`config.mk`:
```
export PLATFORM = sky130hd
export DESIGN_NAME = pow_sqmul_flat
export DESIGN_NICKNAME = d
export VERILOG_FILES = /design/src/rtl/pow_sqmul_pkg.sv /design/src/rtl/pow_sqmul_if.sv /design/src/rtl/fx_recip_div.sv /design/src/rtl/pow_sqmul.sv /design/src/flat_wrapper.sv
export SDC_FILE = /design/constraint.sdc
export NUM_CORES = 2
export LEC_CHECK = 0
export BUFFER_PORTS_ARGS = -buffer_cell sky130_fd_sc_hd__buf_2
export CORE_MARGIN = 1.5
export CORE_UTILIZATION = 58
export CTS_CLUSTER_DIAMETER = 60
export DETAILED_ROUTE_END_ITERATION = 16
export HOLD_SLACK_MARGIN = 0.12
export PLACE_DENSITY = 0.74
export SYNTH_ARGS = -nofsm -noshare
export SYNTH_HDL_FRONTEND = slang
export SYNTH_HIERARCHICAL = 1
export SYNTH_SLANG_ARGS = --single-unit
```
`constraint.sdc`:
```
create_clock -name clk -period 26.2 [get_ports clk]
set_clock_uncertainty 0.15 [all_clocks]
set_input_delay 1.31 -clock clk [delete_from_list [all_inputs] [get_ports clk]]
set_output_delay 1.31 -clock clk [all_outputs]
set_load 0.02 [all_outputs]
```
`src/rtl/pow_sqmul_pkg.sv`:
```
`default_nettype none
// ============================================================================
// Module  : pow_sqmul_pkg
// Brief   : FSM state encodings, default error value and the integer-limit
//           helper shared by the pow_sqmul power unit.
// Revision: 1.0
// ============================================================================
package pow_sqmul_pkg;

    typedef enum logic [2:0] {
        S_IDLE  = 3'd0,
        S_CHECK = 3'd1,
        S_LOOP  = 3'd2,
        S_RECIP = 3'd3,
        S_DONE  = 3'd4
    } state_t;

    localparam logic [31:0] C_ERR_VAL = 32'hDEADBEEF;

    // Largest integer magnitude representable in signed Q(M-F).F.
    function automatic logic [127:0] pow_lim(input int m, input int f);
        return (128'd1 << (m - f - 1)) - 128'd1;
    endfunction

endpackage
`default_nettype wire

```
`src/rtl/pow_sqmul_if.sv`:
```
`default_nettype none
// ============================================================================
// Module  : pow_sqmul_if
// Brief   : start/done request bus between the control FSM and pow_sqmul.
// Revision: 1.0
// ============================================================================
interface pow_sqmul_if #(
    parameter int N = 16,
    parameter int M = 32
);
    logic         start;
    logic [N-1:0] a;
    logic [N-1:0] b;
    logic         busy;
    logic         done;
    logic         error;
    logic [M-1:0] o_pow;

    modport master (
        output start, a, b,
        input  busy, done, error, o_pow
    );

    modport slave (
        input  start, a, b,
        output busy, done, error, o_pow
    );
endinterface
`default_nettype wire

```
`src/rtl/fx_recip_div.sv`:
```
`default_nettype none
// ============================================================================
// Module  : fx_recip_div
// Brief   : Restoring unsigned divider, one quotient bit per cycle, M cycles.
// Revision: 1.0
// ============================================================================
module fx_recip_div #(
    parameter int M = 32
) (
    input  wire logic         clk,
    input  wire logic         rst_n,
    input  wire logic         start,
    input  wire logic [M-1:0] num,
    input  wire logic [M-1:0] den,
    output logic              done,
    output logic [M-1:0]      quot
);
    localparam int C_CW = $clog2(M + 1);

    logic [M-1:0]    r_rem;
    logic [M-1:0]    r_quo;
    logic [M-1:0]    r_den;
    logic [C_CW-1:0] r_cnt;
    logic            r_run;
    logic            r_done;

    logic [M:0]      w_rem_sh;
    logic [M:0]      w_diff;

    // Remainder stays below den, so M+1 bits hold the shifted trial value.
    assign w_rem_sh = {r_rem, r_quo[M-1]};
    assign w_diff   = w_rem_sh - {1'b0, r_den};

    always_ff @(posedge clk or negedge rst_n) begin
        if (!rst_n) begin
            r_rem  <= '0;
            r_quo  <= '0;
            r_den  <= '0;
            r_cnt  <= '0;
            r_run  <= 1'b0;
            r_done <= 1'b0;
        end else begin
            r_done <= 1'b0;
            if (start) begin
                r_rem <= '0;
                r_quo <= num;
                r_den <= den;
                r_cnt <= C_CW'(M);
                r_run <= 1'b1;
            end else if (r_run) begin
                if (w_diff[M]) begin
                    r_rem <= w_rem_sh[M-1:0];
                    r_quo <= {r_quo[M-2:0], 1'b0};
                end else begin
                    r_rem <= w_diff[M-1:0];
                    r_quo <= {r_quo[M-2:0], 1'b1};
                end
                r_cnt <= r_cnt - 1'b1;
                if (r_cnt == C_CW'(1)) begin
                    r_run  <= 1'b0;
                    r_done <= 1'b1;
                end
            end
        end
    end

    assign done = r_done;
    assign quot = r_quo;

endmodule
`default_nettype wire

```
`src/rtl/pow_sqmul.sv`:
```
`default_nettype none
// ============================================================================
// Module  : pow_sqmul
// Brief   : Square-and-multiply a^b, signed integer inputs, signed Q(M-F).F
//           result. Define POW_NEG_EXP_EN to enable negative exponents.
// Revision: 1.0
// ============================================================================
module pow_sqmul
    import pow_sqmul_pkg::*;
#(
    parameter int           N       = 16,
    parameter int           M       = 32,
    parameter int           F       = 8,
    parameter logic [M-1:0] ERR_VAL = M'(C_ERR_VAL)
) (
    input  wire logic  clk,
    input  wire logic  rst_n,
    pow_sqmul_if.slave bus
);
    localparam logic [M-1:0]   C_ONE = {{(M-1){1'b0}}, 1'b1} << F;
    localparam logic [2*M-1:0] C_LIM = (2*M)'(pow_lim(M, F));

    state_t         r_state, w_state_nxt;
    logic [N-1:0]   r_a, w_a_nxt;
    logic [N-1:0]   r_b, w_b_nxt;
    logic [N-1:0]   r_e, w_e_nxt;
    logic [M-1:0]   r_acc, w_acc_nxt;
    logic [M-1:0]   r_sq, w_sq_nxt;
    logic           r_sq_ovf, w_sq_ovf_nxt;
    logic           r_neg, w_neg_nxt;
    logic           r_busy, w_busy_nxt;
    logic           r_done, w_done_nxt;
    logic           r_error, w_error_nxt;
    logic [M-1:0]   r_pow, w_pow_nxt;

    logic [N-1:0]   w_abs_a;
    logic [N-1:0]   w_abs_b;
    logic [2*M-1:0] w_prod_acc;
    logic [2*M-1:0] w_prod_sq;
    logic [N-1:0]   w_e_shr;
    logic [M-1:0]   w_pos_res;
    logic           w_err_hit;

    assign w_abs_a    = r_a[N-1] ? (~r_a + 1'b1) : r_a;
    assign w_abs_b    = r_b[N-1] ? (~r_b + 1'b1) : r_b;
    assign w_prod_acc = {{M{1'b0}}, r_acc} * {{M{1'b0}}, r_sq};
    assign w_prod_sq  = {{M{1'b0}}, r_sq} * {{M{1'b0}}, r_sq};
    assign w_e_shr    = r_e >> 1;

`ifdef POW_NEG_EXP_EN
    logic         w_div_start;
    logic         w_div_done;
    logic [M-1:0] w_div_quot;

    fx_recip_div #(.M(M)) u_recip_div (
        .clk   (clk),
        .rst_n (rst_n),
        .start (w_div_start),
        .num   (C_ONE),
        .den   (w_acc_nxt),
        .done  (w_div_done),
        .quot  (w_div_quot)
    );
`endif

    always_ff @(posedge clk or negedge rst_n) begin
        if (!rst_n) r_state <= S_IDLE;
        else        r_state <= w_state_nxt;
    end

    always_comb begin
        w_state_nxt  = r_state;
        w_a_nxt      = r_a;
        w_b_nxt      = r_b;
        w_e_nxt      = r_e;
        w_acc_nxt    = r_acc;
        w_sq_nxt     = r_sq;
        w_sq_ovf_nxt = r_sq_ovf;
        w_neg_nxt    = r_neg;
        w_busy_nxt   = r_busy;
        w_done_nxt   = 1'b0;
        w_error_nxt  = r_error;
        w_pow_nxt    = r_pow;
        w_err_hit    = 1'b0;
        w_pos_res    = '0;
`ifdef POW_NEG_EXP_EN
        w_div_start  = 1'b0;
`endif
        case (r_state)
            S_IDLE: begin
                if (bus.start) begin
                    w_a_nxt     = bus.a;
                    w_b_nxt     = bus.b;
                    w_busy_nxt  = 1'b1;
                    w_state_nxt = S_CHECK;
                end
            end
            S_CHECK: begin
                w_state_nxt = S_DONE;
                if (r_b == '0) begin
                    w_pow_nxt   = C_ONE;
                    w_error_nxt = 1'b0;
                end else if (r_a == '0) begin
                    w_pow_nxt   = r_b[N-1] ? ERR_VAL : '0;
                    w_error_nxt = r_b[N-1];
`ifndef POW_NEG_EXP_EN
                end else if (r_b[N-1]) begin
                    w_pow_nxt   = ERR_VAL;
                    w_error_nxt = 1'b1;
`endif
                end else begin
                    w_acc_nxt    = {{(M-1){1'b0}}, 1'b1};
                    w_sq_nxt     = M'(w_abs_a);
                    w_sq_ovf_nxt = {{M{1'b0}}, M'(w_abs_a)} > C_LIM;
                    w_e_nxt      = w_abs_b;
                    w_neg_nxt    = r_a[N-1] & r_b[0];
                    w_state_nxt  = S_LOOP;
                end
            end
            S_LOOP: begin
                if (r_e[0]) begin
                    if (r_sq_ovf || (w_prod_acc > C_LIM)) w_err_hit = 1'b1;
                    else                                  w_acc_nxt = w_prod_acc[M-1:0];
                end
                // The square is always taken; its overflow only matters once used.
                w_sq_nxt = w_prod_sq[M-1:0];
                if (w_prod_sq > C_LIM) w_sq_ovf_nxt = 1'b1;
                w_e_nxt   = w_e_shr;
                w_pos_res = w_acc_nxt << F;
                if (w_err_hit) begin
                    w_pow_nxt   = ERR_VAL;
                    w_error_nxt = 1'b1;
                    w_state_nxt = S_DONE;
                end else if (w_e_shr == '0) begin
`ifdef POW_NEG_EXP_EN
                    if (r_b[N-1]) begin
                        w_div_start = 1'b1;
                        w_state_nxt = S_RECIP;
                    end else begin
                        w_pow_nxt   = r_neg ? (~w_pos_res + 1'b1) : w_pos_res;
                        w_error_nxt = 1'b0;
                        w_state_nxt = S_DONE;
                    end
`else
                    w_pow_nxt   = r_neg ? (~w_pos_res + 1'b1) : w_pos_res;
                    w_error_nxt = 1'b0;
                    w_state_nxt = S_DONE;
`endif
                end
            end
`ifdef POW_NEG_EXP_EN
            S_RECIP: begin
                if (w_div_done) begin
                    w_pow_nxt   = r_neg ? (~w_div_quot + 1'b1) : w_div_quot;
                    w_error_nxt = 1'b0;
                    w_state_nxt = S_DONE;
                end
            end
`endif
            S_DONE: begin
                w_done_nxt  = 1'b1;
                w_busy_nxt  = 1'b0;
                w_state_nxt = S_IDLE;
            end
            default: w_state_nxt = S_IDLE;
        endcase
    end

    always_ff @(posedge clk or negedge rst_n) begin
        if (!rst_n) begin
            r_a      <= '0;
            r_b      <= '0;
            r_e      <= '0;
            r_acc    <= '0;
            r_sq     <= '0;
            r_sq_ovf <= 1'b0;
            r_neg    <= 1'b0;
            r_busy   <= 1'b0;
            r_done   <= 1'b0;
            r_error  <= 1'b0;
            r_pow    <= '0;
        end else begin
            r_a      <= w_a_nxt;
            r_b      <= w_b_nxt;
            r_e      <= w_e_nxt;
            r_acc    <= w_acc_nxt;
            r_sq     <= w_sq_nxt;
            r_sq_ovf <= w_sq_ovf_nxt;
            r_neg    <= w_neg_nxt;
            r_busy   <= w_busy_nxt;
            r_done   <= w_done_nxt;
            r_error  <= w_error_nxt;
            r_pow    <= w_pow_nxt;
        end
    end

    assign bus.busy  = r_busy;
    assign bus.done  = r_done;
    assign bus.error = r_error;
    assign bus.o_pow = r_pow;

endmodule
`default_nettype wire

```
`src/flat_wrapper.sv`:
```
// flat-port wrapper written by rule: the top's interface ports become plain ports
module pow_sqmul_flat import pow_sqmul_pkg::*;
#(
    parameter int           N       = 16,
    parameter int           M       = 32,
    parameter int           F       = 8,
    parameter logic [M-1:0] ERR_VAL = M'(C_ERR_VAL)
)
  (clk, rst_n, bus_start, bus_a, bus_b, bus_busy, bus_done, bus_error, bus_o_pow);
  pow_sqmul_if #(.N(N), .M(M)) bus_i ();
  input  wire logic clk;
  input  wire logic rst_n;
  input wire logic [$bits(bus_i.start)-1:0] bus_start;
  input wire logic [$bits(bus_i.a)-1:0] bus_a;
  input wire logic [$bits(bus_i.b)-1:0] bus_b;
  output wire logic [$bits(bus_i.busy)-1:0] bus_busy;
  output wire logic [$bits(bus_i.done)-1:0] bus_done;
  output wire logic [$bits(bus_i.error)-1:0] bus_error;
  output wire logic [$bits(bus_i.o_pow)-1:0] bus_o_pow;
  assign bus_i.start = bus_start;
  assign bus_i.a = bus_a;
  assign bus_i.b = bus_b;
  assign bus_busy = bus_i.busy;
  assign bus_done = bus_i.done;
  assign bus_error = bus_i.error;
  assign bus_o_pow = bus_i.o_pow;
  pow_sqmul #(.N(N), .M(M), .F(F), .ERR_VAL(ERR_VAL)) u_core (.clk(clk), .rst_n(rst_n), .bus(bus_i));
endmodule
```
==> impl_metrics.sql <==
INSERT INTO impl_metrics (metric_group, metric, value, unit) VALUES
('die', 'fp.dieW', '352', 'um'),
('synthesis', 'ys_seq_elements', '143', ''),
('critical_path', 'crit_path_max_fanout', '44', ''),
('die', 'initial_core_util', '58.7', '%'),
('cts', 'root_buffer_cell', 'sky130_fd_sc_hd__clkbuf_16', ''),
('routing', 'vias_per_cell', '5.80', ''),
('worst_hold_path', 'hp-class', 'reg2reg', ''),
('timing', 'fin_setup_tns', '0', 'ps'),
('timing', 'post-route-min-period', '13470', 'ps'),
('cts', 'postCtsSetupBuffers', '0', ''),
('synthesis', 'ys_async_sr_fraction', '100', '%'),
('cts', 'number_of_sinks_on_the_clock_net', '143', ''),
('routing', 'drt.antenna.violating_nets', '0', ''),
('cts', 'tritoncts', 'built', ''),
('die', 'fp.dieArea', '124000', 'um2'),
('timing', 'finalHoldViolations', '0', ''),
('cts', 'clock_tree.htree_level_count', '4', ''),
('synthesis', 'yosysWarnings', '6', ''),
('grt', 'pin_count_of_the_biggest_net_entering_global_routing', '67', ''),
('timing', 'drv_slew', '0', ''),
('synthesis', 'seq_area_frac_synth', '5.07', '%'),
('critical_path', 'cell_with_the_largest_stage_delay_on_the_worst_path', 'sky130_fd_sc_hd__dfrtp_2', ''),
('die', 'io_pins', '70', ''),
('timing', 'maxClockFrequency', '0.0743', 'GHz'),
('place', 'port_buffers', '68', ''),
('place', 'detailedPlacementHpwl', '162', 'mm'),
('critical_path', 'setup.worst_path.start_class', 'register', ''),
('grt', 'globalRouteOverflowTotal', '0', ''),
('flow_run', 'max-cap-violations', '0', ''),
('finish', 'mostFrequentLayoutCell', 'sky130_fd_sc_hd__inv_1', ''),
('timing', 'tightest_slew', '1250', 'ps'),
('outcome', 'outcome', 'finished clean', ''),
('grt', 'number_of_antenna_violations_at_the_first_check_in_global_routing', '10', ''),
('synthesis', 'synthFlopType', 'sky130_fd_sc_hd__dfrtp_1', ''),
('routing', 'drcViolationCount', '0', ''),
('finish', 'syn2layout_area_growth', '2.77', '%'),
('cts', 'number_of_hold_buffers_added_after_cts', '0', ''),
('die', 'row_count', '127', ''),
('synthesis', 'synth_cells', '7859', ''),
('routing', 'route.vias.total', '53427', ''),
('finish', 'final_nets', '9861', ''),
('die', 'vertical_extent_of_the_die', '352', 'um'),
('cts', 'inserted_clock_buffers', '17', ''),
('critical_path', 'cp.required', '26530', 'ps'),
('finish', 'ratio_of_cells_with_drive_above_1_in_the_final_layout', '4.15', '%'),
('timing', 'setup_repair_after_global_routing_missed_its_margin', 'false', ''),
('synthesis', 'post_synth.cell_area_avg', '8.99', 'um2'),
('synthesis', 'mappedNetlistArea', '70600', 'um2'),
('place', 'routability_cong', '0.991', ''),
('synthesis', 'synth_fp_nets', '10134', ''),
('routing', 'first_iter_violations', '4623', ''),
('timing', 'slew_headroom', '17.0', '%'),
('cts', 'post_cts.resized_instances', '0', ''),
('critical_path', 'worst_ep_arrival_time', '13790', 'ps'),
('synthesis', 'yosysUniqueCellTypes', '86', ''),
('routing', 'dr.pass1.iters', '9', ''),
('cts', 'clkTransAtPathRegs', '80', 'ps'),
('grt', 'number_of_global_route_vias_before_repair', '58580', ''),
('finish', 'most_frequent_cells_in_the_layout', '1,903 x sky130_fd_sc_hd__inv_1, 1,703 x sky130_fd_sc_hd__fa_1, 996 x sky130_fd_sc_hd__nand2_1, 675 x sky130_fd_sc_hd__and2_1, 537 x sky130_fd_sc_hd__ha_1', ''),
('cts', 'clock_insertion_delay_worst_skew', '550', 'ps'),
('timing', 'final.period_utilization', '51.4', '%'),
('grt', 'track_usage', '34.7', '%'),
('grt', 'wire_length_of_the_first_global_routing_pass', '330', 'mm'),
('timing', 'setup_viol', '0', ''),
('cts', 'clock_tree.buffer_depth', '2', ''),
('critical_path', 'crit_path_end_kind', 'register', ''),
('critical_path', 'critPathMaxStageDelay', '760', 'ps'),
('critical_path', 'timing.critical_path.mode_cell', 'sky130_fd_sc_hd__fa_1', ''),
('critical_path', 'crit_type', 'reg2reg', ''),
('routing', 'avgRoutedWirePerCell', '22.3', 'um'),
('synthesis', 'number_of_enable_type_register_cells_in_the_synthesized_netlist', '0', ''),
('routing', 'drt-total-wl', '206', 'mm'),
('die', 'core_area', '120000', 'um2');
logic make-up (layout without fill, tap and decap cells):
| logic type | Yosys count | count (layout) | share of synthesized area, % |
|---|---|---|---|
| buf+inv | 2364 | 2104 | 12.7 |
| xor+xnor | 149 | 149 | 1.85 |
| mux | 53 | 53 | 0.815 |
| simple gates | 2193 | 2193 | 15.1 |
| other cells | 1 | 4 | 0.00531 |
| compound gates | 716 | 716 | 6.64 |
| flops | 143 | 143 | 5.07 |
| fa+ha+maj | 2240 | 2240 | 57.8 |
metal layers:
| metal | wire length (um) | track usage (%) |
|---|---|---|
| met1 | 78500 | 45.2 |
| met2 | 96100 | 55.4 |
| met3 | 20700 | 8.06 |
| met4 | 10400 | 15.7 |
| met5 | 46 | 0 |
state kept, by name, indices dropped and copies added, names as in the netlist:
signal,cells
u_core/r_sq_ovf,1
u_core/bus.done,1
u_core/r_sq,32
u_core/bus.o_pow,25
u_core/r_a,16
u_core/r_state,3
u_core/bus.busy,1
u_core/r_neg,1
u_core/r_e,15
u_core/r_acc,32
u_core/r_b,16
critical path, delay by kind of cell (launching register included):
family          cells  cell delay, ps
buf+inv             6            1290
mux                 2             630
flops               1             760
fa+ha+maj          10            4610
compound gates      7            2750
simple gates       12            3010
xor+xnor            1             170
worst paths after layout:
path                                      from                    to  slack (ps)  cells past startpoint
hold reg to reg            u_core/bus.o_pow[8]   u_core/bus.o_pow[8]         370                      1
min in group asynchronous                rst_n         u_core/r_b[4]         580                      1
setup / recovery                u_core/r_sq[3]  u_core/bus.o_pow[28]       12730                     38
setup reg to reg                u_core/r_sq[3]  u_core/bus.o_pow[28]       12730                     38
max in group asynchronous                rst_n       u_core/r_sq[17]       23990                      2
hold / removal             u_core/bus.o_pow[8]   u_core/bus.o_pow[8]         370                      1
synth_stat cells, drive strengths merged (21+ instances only):
library cell,number,area share (%)
and3,21,0.19
xor2,64,0.79
nor4,31,0.30
nand3,49,0.35
dfrtp,143,5.1
o21a,22,0.23
nand4,50,0.44
a211oi,22,0.23
ha,537,9.5
a21o,77,0.82
buf,43,0.36
or3,21,0.19
inv,1909,10
xnor2,85,1.1
o31ai,22,0.23
clkbuf,408,2.2
nand2b,22,0.19
o21ai,191,1.4
nand2,996,5.3
nor2,218,1.2
mux2,33,0.53
fa,1703,48
a21oi,196,1.5
nor3,29,0.22
and2,675,6.0
stage by stage:
stage / cell area [um2] / util (%) / cells / hold slack, ps / setup WS [ps]
2_1_floorplan: 70600 / - / 7859 / 323 / 15520
3_3_place_gp: 72000 / 59.8 / 9179 / 346 / 13110
3_5_place_dp: 72000 / 59.8 / 9179 / 353 / 13040
4_1_cts: 72600 / 60.3 / 9211 / 373 / 13010
5_1_grt: 72600 / 60.3 / 9211 / 397 / 12250
6_report: 72600 / 60.3 / 9214 / 369 / 12730
cell type report:
cell class,instances,area [um2]
Multi-Input combinational cell,5352,58100
Fill cell,10350,47700
Inverter,1913,7180
Sequential cell,143,3620
Tap cell,1612,2020
Timing Repair Buffer,159,1030
Clock buffer,17,425
Clock inverter,15,196
Antenna cell,3,7.51
Power is left out: the tool's default activity adds up to more than one toggle a clock period on the data nets, which glitch-free logic cannot reach.
